## config.mk

```make
export PLATFORM = sky130hd
export DESIGN_NAME = nco_phase_gen_flat
export DESIGN_NICKNAME = d
export VERILOG_FILES = /design/src/rtl/nco_pkg.sv /design/src/rtl/nco_phase_gen_if.sv /design/src/rtl/nco_sweep_ctrl.sv /design/src/rtl/nco_phase_gen.sv /design/src/flat_wrapper.sv
export SDC_FILE = /design/constraint.sdc
export NUM_CORES = 1
export LEC_CHECK = 0
export CORE_MARGIN = 3
export CORE_UTILIZATION = 55
export DETAILED_ROUTE_END_ITERATION = 7
export PLACE_DENSITY_LB_ADDON = 0.05
export SYNTH_ARGS = -nofsm -noshare
export SYNTH_HDL_FRONTEND = slang
export SYNTH_SLANG_ARGS = --single-unit
```

## constraint.sdc

```tcl
create_clock -name clk -period 5.3 [get_ports clk]
set_input_delay 1.06 -clock clk [delete_from_list [all_inputs] [get_ports clk]]
set_output_delay 1.06 -clock clk [all_outputs]
set_load 0.03 [all_outputs]
```

## src/rtl/nco_pkg.sv

```systemverilog
// Shared constants and types for the NCO phase generator and the sine stage it feeds.
package nco_pkg;
    localparam int ACC_W       = 32;
    localparam int PHASE_W     = 14;
    localparam int STEP_W      = 16;
    localparam int SWEEP_SHIFT = 16;
    // Phase word split consumed by the sine stage: table index over interpolation fraction.
    localparam int INDEX_W     = 12;
    localparam int FRAC_W      = 2;

    typedef enum logic [1:0] {IDLE, SWEEP, DONE} sweep_state_e;
endpackage

```

## src/rtl/nco_phase_gen_if.sv

```systemverilog
// Control and phase-output bundle between a host/driver and the NCO phase generator.
interface nco_phase_gen_if;
    import nco_pkg::*;

    logic               enable;
    logic               sync_clr;
    logic [ACC_W-1:0]   ftw_in;
    logic               ftw_load;
    logic [PHASE_W-1:0] pofs_in;
    logic               pofs_load;
    logic [STEP_W-1:0]  sweep_step;
    logic [STEP_W-1:0]  sweep_len;
    logic               sweep_start;
    logic [PHASE_W-1:0] x;
    logic               x_valid;
    logic               sweep_busy;
    logic               sweep_done;

    modport master (
        output enable, sync_clr, ftw_in, ftw_load, pofs_in, pofs_load,
               sweep_step, sweep_len, sweep_start,
        input  x, x_valid, sweep_busy, sweep_done
    );

    modport slave (
        input  enable, sync_clr, ftw_in, ftw_load, pofs_in, pofs_load,
               sweep_step, sweep_len, sweep_start,
        output x, x_valid, sweep_busy, sweep_done
    );
endinterface

```

## src/rtl/nco_sweep_ctrl.sv

```systemverilog
// Holds the active FTW and the linear-sweep state machine that ramps it.
module nco_sweep_ctrl
    import nco_pkg::*;
(
    input  logic              clk,
    input  logic              rst_n,
    input  logic              enable,
    input  logic              ftw_load,
    input  logic [ACC_W-1:0]  ftw_in,
    input  logic              sweep_start,
    input  logic [STEP_W-1:0] sweep_step,
    input  logic [STEP_W-1:0] sweep_len,
    output logic [ACC_W-1:0]  ftw,
    output logic              sweep_busy,
    output logic              sweep_done
);
    sweep_state_e      state, state_n;
    logic [STEP_W-1:0] cnt, cnt_n;
    logic [ACC_W-1:0]  ftw_n;
    logic [ACC_W-1:0]  step_ext;

    assign step_ext = {{(ACC_W-STEP_W){sweep_step[STEP_W-1]}}, sweep_step} << SWEEP_SHIFT;

    always_ff @(posedge clk or negedge rst_n) begin
        if (!rst_n) begin
            state <= IDLE;
            cnt   <= '0;
            ftw   <= '0;
        end else begin
            state <= state_n;
            cnt   <= cnt_n;
            ftw   <= ftw_n;
        end
    end

    // A host FTW load always wins: it aborts any sweep silently.
    always_comb begin
        state_n = state;
        cnt_n   = cnt;
        ftw_n   = ftw;
        if (ftw_load) begin
            ftw_n   = ftw_in;
            state_n = IDLE;
        end else begin
            case (state)
                IDLE: begin
                    if (sweep_start) begin
                        state_n = SWEEP;
                        cnt_n   = sweep_len;
                    end
                end
                SWEEP: begin
                    if (cnt == '0) begin
                        state_n = DONE;
                    end else if (enable) begin
                        ftw_n = ftw + step_ext;
                        cnt_n = cnt - STEP_W'(1);
                    end
                end
                DONE:    state_n = IDLE;
                default: state_n = IDLE;
            endcase
        end
    end

    assign sweep_busy = (state == SWEEP);
    assign sweep_done = (state == DONE);
endmodule

```

## src/rtl/nco_phase_gen.sv

```systemverilog
// DDS phase generator: 32-bit accumulator plus offset, truncated to the sine stage phase word.
module nco_phase_gen
    import nco_pkg::*;
(
    input  logic            clk,
    input  logic            rst_n,
    nco_phase_gen_if.slave  bus
);
    logic [ACC_W-1:0]   acc, acc_next;
    logic [ACC_W-1:0]   ftw;
    logic [PHASE_W-1:0] pofs;
    logic [PHASE_W-1:0] x_q;
    logic               x_valid_q;

    nco_sweep_ctrl u_sweep (
        .clk         (clk),
        .rst_n       (rst_n),
        .enable      (bus.enable),
        .ftw_load    (bus.ftw_load),
        .ftw_in      (bus.ftw_in),
        .sweep_start (bus.sweep_start),
        .sweep_step  (bus.sweep_step),
        .sweep_len   (bus.sweep_len),
        .ftw         (ftw),
        .sweep_busy  (bus.sweep_busy),
        .sweep_done  (bus.sweep_done)
    );

    // ftw is a register, so a same-edge ftw_load only affects the following add.
    always_comb begin
        acc_next = acc;
        if (bus.sync_clr)    acc_next = '0;
        else if (bus.enable) acc_next = acc + ftw;
    end

    always_ff @(posedge clk or negedge rst_n) begin
        if (!rst_n) begin
            acc       <= '0;
            pofs      <= '0;
            x_q       <= '0;
            x_valid_q <= 1'b0;
        end else begin
            acc       <= acc_next;
            x_valid_q <= bus.enable | bus.sync_clr;
            if (bus.pofs_load) pofs <= bus.pofs_in;
            if (bus.enable | bus.sync_clr)
                x_q <= acc_next[ACC_W-1 -: PHASE_W] + pofs;
        end
    end

    assign bus.x       = x_q;
    assign bus.x_valid = x_valid_q;
endmodule

```

## src/flat_wrapper.sv

```systemverilog
// flat-port wrapper written by rule: the top's interface ports become plain ports
module nco_phase_gen_flat import nco_pkg::*;
  (clk, rst_n, bus_enable, bus_sync_clr, bus_ftw_in, bus_ftw_load, bus_pofs_in, bus_pofs_load, bus_sweep_step, bus_sweep_len, bus_sweep_start, bus_x, bus_x_valid, bus_sweep_busy, bus_sweep_done);
  nco_phase_gen_if bus_i ();
  input  logic clk;
  input  logic rst_n;
  input wire logic [$bits(bus_i.enable)-1:0] bus_enable;
  input wire logic [$bits(bus_i.sync_clr)-1:0] bus_sync_clr;
  input wire logic [$bits(bus_i.ftw_in)-1:0] bus_ftw_in;
  input wire logic [$bits(bus_i.ftw_load)-1:0] bus_ftw_load;
  input wire logic [$bits(bus_i.pofs_in)-1:0] bus_pofs_in;
  input wire logic [$bits(bus_i.pofs_load)-1:0] bus_pofs_load;
  input wire logic [$bits(bus_i.sweep_step)-1:0] bus_sweep_step;
  input wire logic [$bits(bus_i.sweep_len)-1:0] bus_sweep_len;
  input wire logic [$bits(bus_i.sweep_start)-1:0] bus_sweep_start;
  output wire logic [$bits(bus_i.x)-1:0] bus_x;
  output wire logic [$bits(bus_i.x_valid)-1:0] bus_x_valid;
  output wire logic [$bits(bus_i.sweep_busy)-1:0] bus_sweep_busy;
  output wire logic [$bits(bus_i.sweep_done)-1:0] bus_sweep_done;
  assign bus_i.enable = bus_enable;
  assign bus_i.sync_clr = bus_sync_clr;
  assign bus_i.ftw_in = bus_ftw_in;
  assign bus_i.ftw_load = bus_ftw_load;
  assign bus_i.pofs_in = bus_pofs_in;
  assign bus_i.pofs_load = bus_pofs_load;
  assign bus_i.sweep_step = bus_sweep_step;
  assign bus_i.sweep_len = bus_sweep_len;
  assign bus_i.sweep_start = bus_sweep_start;
  assign bus_x = bus_i.x;
  assign bus_x_valid = bus_i.x_valid;
  assign bus_sweep_busy = bus_i.sweep_busy;
  assign bus_sweep_done = bus_i.sweep_done;
  nco_phase_gen u_core (.clk(clk), .rst_n(rst_n), .bus(bus_i));
endmodule
```

# Yosys cells after proc, flatten, opt, wreduce, memory -nomap -nowiden
# Cells that the tools add are included.
[word_totals]
regBits = 111
input_bits = 85
out_inout_bits = 17
word_cells = 45
[op_classes]
n_addsub = 4
eq_ne = 8
mux = 14
bitwise_logic = 2
n_reduce_logical = 9
[op_table]
columns = ["operator", "count"]
rows = [
  ["two-way mux 32 bit", 6],
  ["adder 32 bit", 2],
  ["two-way mux 16 bit", 3],
  ["one-hot mux 16 bit (2 select lines)", 1],
  ["zero test 16 bit", 1],
  ["subtractor 16 x 1 -> 16 bit, second input constant", 1],
  ["adder 14 bit", 1],
  ["inequality test 2 bit, second input constant", 4],
  ["nonzero test 2 bit", 4],
  ["two-way mux 2 bit", 3],
  ["AND reduction 5 bit", 1],
  ["one-hot mux 2 bit (2 select lines)", 1],
  ["inequality test 3 x 2 -> 1 bit, second input constant", 1],
  ["inequality test 3 bit, second input constant", 1],
  ["AND reduction 3 bit", 1],
  ["== test 2 x 1 -> 1 bit, second input constant", 1],
  ["== test 2 bit, second input constant", 1],
  ["zero test 2 bit", 1],
  ["AND reduction 2 bit", 1],
  ["NOT 1 bit", 1],
  ["bitwise OR 1 bit", 1],
]

# Logic depth before layout (Yosys ltp)
# Gate-level depths: netlist of the first run.
[logic_depth]
word_depth = 5
depth_mapped = 23
mapped_depth_nobuf = 23

# Hierarchy
# From an unflattened synthesis of the first run, not the netlist that was laid out.
[unflattened]
cells_unflattened = 836
hier_area_um2 = 7837.5
[by_module_without_submodules]
columns = ["mod", "instances", "cells_per_inst", "area_each_um2", "seq_area_each_um2"]
rows = [
  ["nco_phase_gen", 1, 457, 4404.2, 1526.5],
  ["nco_sweep_ctrl", 1, 379, 3433.3, 1251.2],
]

# Least setup slack after synthesis of the first run
# Ideal clock, no wire load.
[synth_path]
path_kind = "flip-flop to flip-flop"
startpoint = "register u_core.u_sweep.ftw[0]"
endpoint = "register u_core.x_q[12] (netlist: u_core.bus.x[12])"
setup_ns = 0.095
arrival_ns = 4.259
required_time_ns = 5.205
path_slack_ns = 0.946
path_stages_with_launch = 22
path_buffers = 0
synth_period_minus_slack_ns = 4.354
cell_sequence = "dfrtp_1 -> ha_1 -> fa_1 -> a211o_1 -> o211ai_1 -> a211oi_2 -> o211ai_1 -> a21boi_0 -> o21ai_0 -> nand2b_1 -> xor2_1 -> a22o_1 -> ha_1 -> nor2b_1 -> o21ai_0 -> a21boi_0 -> o21ai_0 -> a21boi_0 -> o21ai_0 -> a21oi_1 -> o31a_1 -> o31ai_1"
[synth_between]
elab_chain_len = 4
[synth_lines]
columns = ["item", "line", "text"]
rows = [
  ["start, declared", "nco_sweep_ctrl.sv:13", "output logic [ACC_W-1:0] ftw,"],
  ["start signal, assigned", "nco_sweep_ctrl.sv:32", "ftw <= ftw_n;"],
  ["adder 32 bit", "nco_phase_gen.sv:33", "else if (bus.enable) acc_next = acc + ftw;"],
  ["two-way mux 32 bit", "nco_phase_gen.sv:33", ""],
  ["two-way mux 32 bit", "nco_phase_gen.sv:32", "if (bus.sync_clr) acc_next = '0;"],
  ["net u_core.acc_next[20]", "nco_phase_gen.sv:9", "logic [ACC_W-1:0] acc, acc_next;"],
  ["adder 14 bit", "nco_phase_gen.sv:47", "x_q <= acc_next[ACC_W-1 -: PHASE_W] + pofs;"],
  ["end signal, assigned", "nco_phase_gen.sv:47", ""],
  ["end, declared", "nco_phase_gen.sv:12", "logic [PHASE_W-1:0] x_q;"],
]
# The timed path passes the listed nets, and every way through them passes these cells. The select of a mux whose other input is x is not followed.
# A chain may end at the register's enable or synchronous reset.

# Worst setup path after layout of the first run
# Ends and elaborated chain as after synthesis.

==> results.txt, run 1 <==
The largest net degree at the start of global routing is 74. The repair_antennas step left the layout with diodes totalling 0. The congestion estimate from routability-driven global placement came to 0.943. The class of the most critical hold timing path is reg -> reg. The starting utilization of the core area came out at 0.576.

The share of synthesized area occupied by flip-flops and latches came out at 0.371. The setup path with the least slack is of type reg -> reg. The final wirelength is 18,900 um. The detail-routed via count per cell came out at 5.99. The deepest clock path buffer count came out at 2. The number of search-and-repair iterations in the first detailed-routing pass came out at 5. The number of clock sinks is 111. The max-slew violation count is 0. The kind of capture point of the worst setup path is a register. dfrtp_1 takes more of the synthesized area than any other cell. Each instance of the synthesized netlist takes up on average 9.15 sq um. The share of async-settable or async-resettable flops after synthesis is 1.00. By area the synthesized netlist is led by dfrtp_1 37%, ha_1 10%, o21ai_0 5.4%.

The number of antenna violations at the first check in global routing is 0. The unique cell type count in the Yosys netlist is 70. The area added between synthesis and finish is 18.9%. The design draws 0.00310 W. On the final layout, the worst hold slack is 0.485 ns. The number of cells in the design after placement is 1,066. For the final routed database, the setup TNS stands at 0 ns. Once layout is complete, the utilization of the core stands at 0.685. For the pin with the worst max-slew slack, the measured transition is 1.24 ns. The first global-routing pass estimated 31,100 um of wire. After clock tree synthesis, the clock-pin slew on the worst setup and hold paths is 0.07 ns. In the final design database the tool counted 1,053 nets. The total overflow left after global routing is 0. The area of the mapped netlist is 0.00748 sq mm. The minimum period implied by the final worst setup slack came out at 4.84 ns.

For this run, the leading register cell type out of synthesis is dfrtp_1. The share of post-route cells with drive strength above 1 is 0.0725. The maximum fanout encountered on the critical timing path came out at 3. The overall fraction of global-route tracks in use is 0.261. Max-cap violations in this run came to 0.

Of the total power, the share spent switching nets is 0.373. The fmax came out at 207 MHz. Of the post-synthesis cell area, the dominant cell type holds 0.371. The vertical die dimension came out at 123 um.

The count of standard-cell rows came out at 41. The tree is rooted in a clkbuf_16. The run finished with clean final reports. The H-tree generated during clock tree synthesis spans 3 levels. The number of standard cells in the layout, taps in and fillers out came out at 1,082. Port buffering added 101 buffers.

The switching power came out at 0.00116 W. The number of cells on the worst reg-to-reg path is 21. The detailed placer's ending HPWL came out at 14,300 um. The clock buffer count from CTS is 9. Buffers inserted to repair hold after CTS numbered 0. The share of power burned in the clock network is 0.220.

In the global route stage, met2 resource usage came out at 0.466. The internal portion of the total power is 0.00195 W. The met3 usage in global routing is 0.0516. In this run the most used layer during global routing was met2. In this run the horizontal extent of the chip is 123 um.

The power density of the placed cells is 349 mW/mm^2. Setup repair after global routing left no endpoint under its margin. The required time reported for the critical path endpoint came out at 5.55 ns. The warning count from the yosys run came out at 0. The critical path arrival is 5.09 ns. The routed length per placed instance is 17.5 um. The remaining antenna violation count after routing is 0.

The post-synthesis register bit count came out at 111. Yosys mapped a number of flops with a built-in enable equal to 0. The detailed-route DRC error count came out at 0. The initial DRC count came out at 438. The floorplan step defined a die boundary enclosing 0.0150 sq mm.

The global-route met1 utilization came out at 0.312. The combinational share of power is 0.414. After clock tree synthesis, the setup repair step added 0 buffers. The number of stages on the worst hold path came out at 2. Post-CTS repair changed the size of 0 cells. The number of I/O pins is 102. TritonCTS built the clock tree.

The total number of vias came out at 6,478. Headroom to the max-slew limit came out at 0.169. VDD sags by at most 0.000287 V. The number of instances in the synthesized netlist is 817. The worst hold path begins at u_core.bus.x[7]. The worst clock skew on the final layout is 0.00624 ns. The leakage power figure is 3.96 nW. Tracing the worst setup path back leads to its startpoint at u_core.u_sweep.ftw[0].

Dividing the final minimum period by the clock period gives 0.913. Of the total power, registers draw 0.365. The startpoint identified for the worst register-to-register timing path is u_core.u_sweep.ftw[0]. The setup-violating endpoint count in the final report is 0. The startpoint kind of the worst setup timing path is a register. The clock insertion delay at the later pin of the skew report is 0.36 ns. The region available for standard cell placement spans 0.0130 sq mm. The via count of the first global-routing pass was 6,477. The count of endpoints failing hold in the final timing report is 0. When the netlist entered floorplanning its net count stood at 965.
-- Yosys cell counts (all sizes together) (13+ instances only) --
cell type,n
ha,60
nand2,71
inv,27
xnor2,18
clkbuf,23
dfrtp,111
mux2,31
nand3,16
xor2,20
mux2i,16
a21oi,66
nor2,73
a21o,13
nor3,23
o21ai,82
-- per-layer routing --
metal / vias to the layer above / wire length (um)
met5: - / 0
met4: 0 / 515
met3: 43 / 711
met2: 142 / 9720
met1: 3135 / 7940
li1: 3158 / -
-- layout make-up --
type,count,area [sq um]
repair buffers,108,1060
clock buffers,11,233
flip-flops and latches,111,2780
multi-input cells,648,4450
well taps,172,215
inverters,27,101
clock inverters,5,58.8
fillers,1082,4090
-- path summary, 6_finish.rpt --
check                                              end  slack (ns)
worst max-delay path                  u_core.bus.x[12]        0.46
worst min-delay path                   u_core.bus.x[7]        0.49
worst max register to register        u_core.bus.x[12]        0.46
worst min register to register         u_core.bus.x[7]        0.49
max in group asynchronous               u_core.pofs[6]        3.38
min in group asynchronous       u_core.u_sweep.ftw[17]        0.83
-- through the flow --
| stage | worst slack (ns) | cell area [sq um] |
|---|---|---|
| detailed placement | 0.438 | 8600 |
| floorplan | 0.946 | 7480 |
| CTS | 0.354 | 8890 |
| global route | 0.0344 | 8890 |
| finish | 0.460 | 8890 |
| global placement | 0.611 | 8600 |
-- sequential cells by signal, summed over array words and instances, names as in the netlist --
name / cells
u_core.bus.x_valid: 1
u_core.bus.x: 14
u_core.u_sweep.ftw: 32
u_core.acc: 32
u_core.u_sweep.state: 2
u_core.u_sweep.cnt: 16
u_core.pofs: 14
-- cell usage in the layout (no fill, tap or decap), types with 4 or more instances in the layout --
| cell | instances |
|---|---|
| o21ai_0 | 80 |
| nand2b_1 | 11 |
| nand2_1 | 71 |
| nor2b_1 | 9 |
| mux2i_1 | 16 |
| mux2_2 | 31 |
| clkbuf_16 | 9 |
| nor3_1 | 23 |
| inv_1 | 27 |
| buf_4 | 8 |
| a31oi_1 | 7 |
| nor2_1 | 72 |
| a21o_1 | 12 |
| nand3_1 | 16 |
| nor4_1 | 7 |
| o31ai_1 | 7 |
| a22oi_1 | 7 |
| o21a_1 | 11 |
| a211oi_1 | 10 |
| xor2_1 | 20 |
| a21oi_1 | 66 |
| xnor2_1 | 18 |
| ha_1 | 60 |
| clkdlybuf4s50_1 | 99 |
| dfrtp_1 | 111 |
| nand3b_1 | 4 |
| a21boi_0 | 6 |
| a22o_1 | 6 |
| o21bai_1 | 4 |
| o211ai_1 | 8 |
| a211o_1 | 4 |
| and3_1 | 6 |
| or3_1 | 6 |
-- cell families after synthesis --
| group | Yosys count | synth area share |
|---|---|---|
| flops | 111 | 0.371 |
| compound gates | 255 | 0.214 |
| xor+xnor | 39 | 0.0480 |
| buf+inv | 58 | 0.0340 |
| mux | 47 | 0.0681 |
| fa+ha+maj | 63 | 0.108 |
| simple gates | 244 | 0.156 |
-- critical path, cell delays in order (launching register included) --
cell      delay (ns)
dfrtp_1         0.39
ha_1            0.24
fa_1            0.43
a211o_1         0.32
o211ai_1        0.16
a211oi_2        0.14
o211ai_1        0.23
a21boi_0        0.13
o21ai_0         0.16
nand2b_1        0.08
xor2_1          0.15
a22o_1          0.22
ha_1            0.31
nor2b_1         0.14
o21ai_1         0.18
a21boi_0        0.15
o21ai_0         0.24
a21boi_1        0.14
o21ai_0         0.22
a21oi_1         0.11
o31a_1          0.29
o31ai_1         0.28
-- power by group through the flow --
stage,logic (W),clock network (W),registers (W)
4_1_cts,0.00128,0.000699,0.00113
2_1_floorplan,0.000828,0,0.00120
5_1_grt,0.00143,0.000736,0.00115
3_3_place_gp,0.00125,0,0.00114
3_5_place_dp,0.00127,0,0.00115
6_report,0.00129,0.000684,0.00113
Note: power is estimated with default switching activity, not from simulation.
==> run 2, diff against run 1 <==
- CORE_UTILIZATION: 55 -> 51
- CTS_CLUSTER_DIAMETER: unset -> 100
- clock period: 5.3 -> 4 ns (I/O delays scaled with it)
==> results.txt, run 2 (synthesis results as in run 1) <==
The detailed placer's ending HPWL was 15,100 um (was 14,300 um). The setup-violating endpoint count in the final report came out at 5 (was 0). The total of buffers placed on input and output ports came out at 101 (unchanged). The number of clock sinks is 111 (unchanged). The portion of the clock cycle consumed by the worst path in the final layout came out at 1.07 (was 0.913). The checks that failed: setup timing. The startpoint of the worst register-to-register path is u_core.u_sweep.ftw[0] (unchanged).

Status: complete, but fails checks (was finished, final reports clean). The final wirelength came to 20,800 um (was 18,900 um). The category of the most critical setup path was reg -> reg (unchanged). The number of standard cells in the layout, taps in and fillers out is 1,207 (was 1,082). The transition time at the pin with the least slew margin came out at 0.852 ns (was 1.24 ns).

The total number of vias came to 7,010 (was 6,478). The most common library cell in the layout ignoring fill and taps is buf_4 (was dfrtp_1). The number of antenna violations at the first check in global routing came out at 0 (unchanged). The class of the most critical hold timing path is in -> async (was reg -> reg). The count of endpoints failing hold in the final timing report is 0 (unchanged). The post-placement cell area is 0.00937 sq mm (was 0.00860 sq mm). The max-slew violation count was 0 (unchanged).

The final net count is 1,170 (was 1,053). The number of antenna cells inserted is 0 (unchanged). The vertical die dimension is 127 um (was 123 um). The clock input transition at the sequential cells of the worst setup and hold paths came out at 0.08 ns (was 0.07 ns). The critical path arrival is 4.56 ns (was 5.09 ns).

The overall power is 0.00454 W (was 0.00310 W). The count of standard-cell rows is 43 (was 41). The leakage power figure came out at 4.59 nW (was 3.96 nW).

The clock buffer count from CTS was 9 (unchanged). The detailed-route DRC error count came out at 0 (unchanged). The starting utilization of the core area came out at 0.531 (was 0.576). The routed length per placed instance is 17.3 um (was 17.5 um). The slack of the critical path is -0.295 ns (was 0.460 ns).

The reg2reg setup slack came out at -0.30 ns (was 0.46 ns). The wire length of the first global-routing pass is 34,400 um (was 31,100 um). The number of I/O pins came out at 102 (unchanged). The number of hold-repair buffers added at the cts stage came out at 0 (unchanged).

Top library cells by usage in the layout, fill and taps aside: 124 x buf_4, 111 x dfrtp_1, 99 x clkdlybuf4s50_1 (was 111 x dfrtp_1, 99 x clkdlybuf4s50_1, 80 x o21ai_0). The minimum period implied by the final worst setup slack came to 4.30 ns (was 4.84 ns). The number of search-and-repair iterations in the first detailed-routing pass was 5 (unchanged). The largest net degree at the start of global routing is 59 (was 74). The detail-routed via count per cell is 5.81 (was 5.99). The number of cells in the design after placement was 1,166 (was 1,066). The number of violations of the max-capacitance limit is 0 (unchanged). The power density of the placed cells came out at 447 mW/mm^2 (was 349 mW/mm^2). The kind of capture point of the worst setup path was a register (unchanged). The die width came to 127 um (was 123 um). The overall overflow remaining after global route is 0 (unchanged). The peak supply drop came out at 0.000254 V (was 0.000287 V).

The logic depth of the worst register-to-register path came to 22 (was 21). The die footprint came to 0.0162 sq mm (was 0.0150 sq mm). The overall fraction of global-route tracks in use came out at 0.260 (was 0.261). The worst clock skew on the final layout is 0.0105 ns (was 0.00624 ns).

Biggest regs: u_core.acc x32, u_core.u_sweep.ftw x32, u_core.u_sweep.cnt x16 (unchanged). The worst flop-to-flop path endpoint is u_core.bus.x[13] (was u_core.bus.x[12]). The length of routed wiring on met1 is 8390 um (was 7940 um). The routed length on met2 is 11,200 um (was 9720 um). The share of post-route cells with drive strength above 1 came to 0.239 (was 0.0725). The area added between synthesis and finish is 35.9% (was 18.9%). The fmax was 233 MHz (was 207 MHz). The maximum fanout encountered on the critical timing path came out at 3 (unchanged). The clock insertion delay at the later pin of the skew report came out at 0.36 ns (about the same).

The total negative slack is -1.10 ns (was 0 ns). The headroom to the max-slew limit is 0.427 (was 0.169). The required time reported for the critical path endpoint came out at 4.27 ns (was 5.55 ns).

The top routing layer in use is met4 (unchanged). The clock tree from TritonCTS is yes (unchanged). The total length of routed met3 wires is 680 um (was 711 um). The core footprint came out at 0.0141 sq mm (was 0.0130 sq mm). The deepest clock path buffer count came out at 2 (unchanged). The number of H-tree levels is 3 (unchanged). The clock tree root driver cell is clkbuf_16 (unchanged). The area of all placed cells without fillers is 0.0102 sq mm (was 0.00889 sq mm).

The initial DRC count was 454 (was 438). The startpoint kind of the worst setup timing path is a register (unchanged). Setup repair after global routing missed its margin: true (was false).

The remaining antenna violation count after routing is 0 (unchanged). The weighted congestion at the end of routability-driven global placement came out at 0.943 (unchanged). The via count of the first global-routing pass is 7,312 (was 6,477). The number of fill cells in the layout is 1,075 (was 1,082).
[run 2: changes by cell type in the layout (fill, tap and decap cells not counted), moves of 4 or more]
cell      before  now
buf_4          8  124
o21ai_0       80   65
ha_1          60   46
a21oi_1       66   56
ha_4           0   10
a21oi_2        0    9
o21ai_2        0    9
o21ai_1        2    7
a21boi_2       0    4
ha_2           0    4
nor2_1        72   68
[run 2: power by group]
| part | leakage, nW | internal (W) | switching (W) |
|---|---|---|---|
| Clock | 0.141 | 0.000430 | 0.000445 |
| Combinational | 3.08 | 0.00106 | 0.00110 |
| Sequential | 1.36 | 0.00133 | 0.000171 |
| Total | 4.59 | 0.00283 | 0.00172 |
[run 2: worst max-delay path by stage]
| stage | startpoint | to | cells after the start |
|---|---|---|---|
| floorplan | u_core.acc[0] | u_core.bus.x[13] | 18 |
| global placement | u_core.u_sweep.ftw[17] | u_core.bus.x[13] | 18 |
| detailed placement | u_core.u_sweep.ftw[6] | u_core.bus.x[12] | 21 |
| CTS | u_core.u_sweep.ftw[0] | u_core.bus.x[12] | 24 |
| global route | u_core.u_sweep.ftw[0] | u_core.bus.x[13] | 19 |
| finish | u_core.u_sweep.ftw[0] | u_core.bus.x[13] | 22 |
[run 2: stage by stage]
stage,hold slack [ns],util,setup slack (ns)
global route,0.519,0.721,-0.549
floorplan,0.455,-,-0.0162
CTS,0.494,0.713,-0.198
finish,0.488,0.721,-0.295
global placement,0.471,0.665,-0.327
detailed placement,0.477,0.665,-0.593
[run 2: cell type report]
class / count / area (sq um) / share of cell area
multi-input combinational: 648 / 4830 / 0.476
sequential: 111 / 2780 / 0.273
timing repair buffer: 225 / 1950 / 0.192
clock buffer: 9 / 225 / 0.0222
tap: 180 / 225 / 0.0222
inverter: 27 / 101 / 0.00997
clock inverter: 7 / 53.8 / 0.00529
[run 2: worst max-delay path: stages, from the launching register on]
cell      delay [ns]
dfrtp_1         0.39
ha_2            0.20
fa_2            0.36
a211o_1         0.34
o211ai_1        0.15
a211oi_2        0.13
o211ai_1        0.28
nand2_1         0.11
nor2_2          0.13
nor3_2          0.06
a21oi_2         0.13
nor2_2          0.08
ha_4            0.17
buf_4           0.13
a21o_1          0.15
a21oi_2         0.19
o21ai_2         0.09
nand2_1         0.11
o221ai_2        0.11
o41a_1          0.37
xor2_2          0.22
nor3_2          0.07
a311oi_1        0.23
[run 2: timing repair]
action,CTS,global route
buffers inserted,27,6
pin swaps,34,25
gates resized for setup,40,35
endpoints found under the setup margin,8,12
[run 2: layer usage]
layer	vias up	global-route usage
li1	3399	-
met1	3389	0.300
met2	172	0.481
met3	50	0.0393
met4	0	0.107
met5	-	0
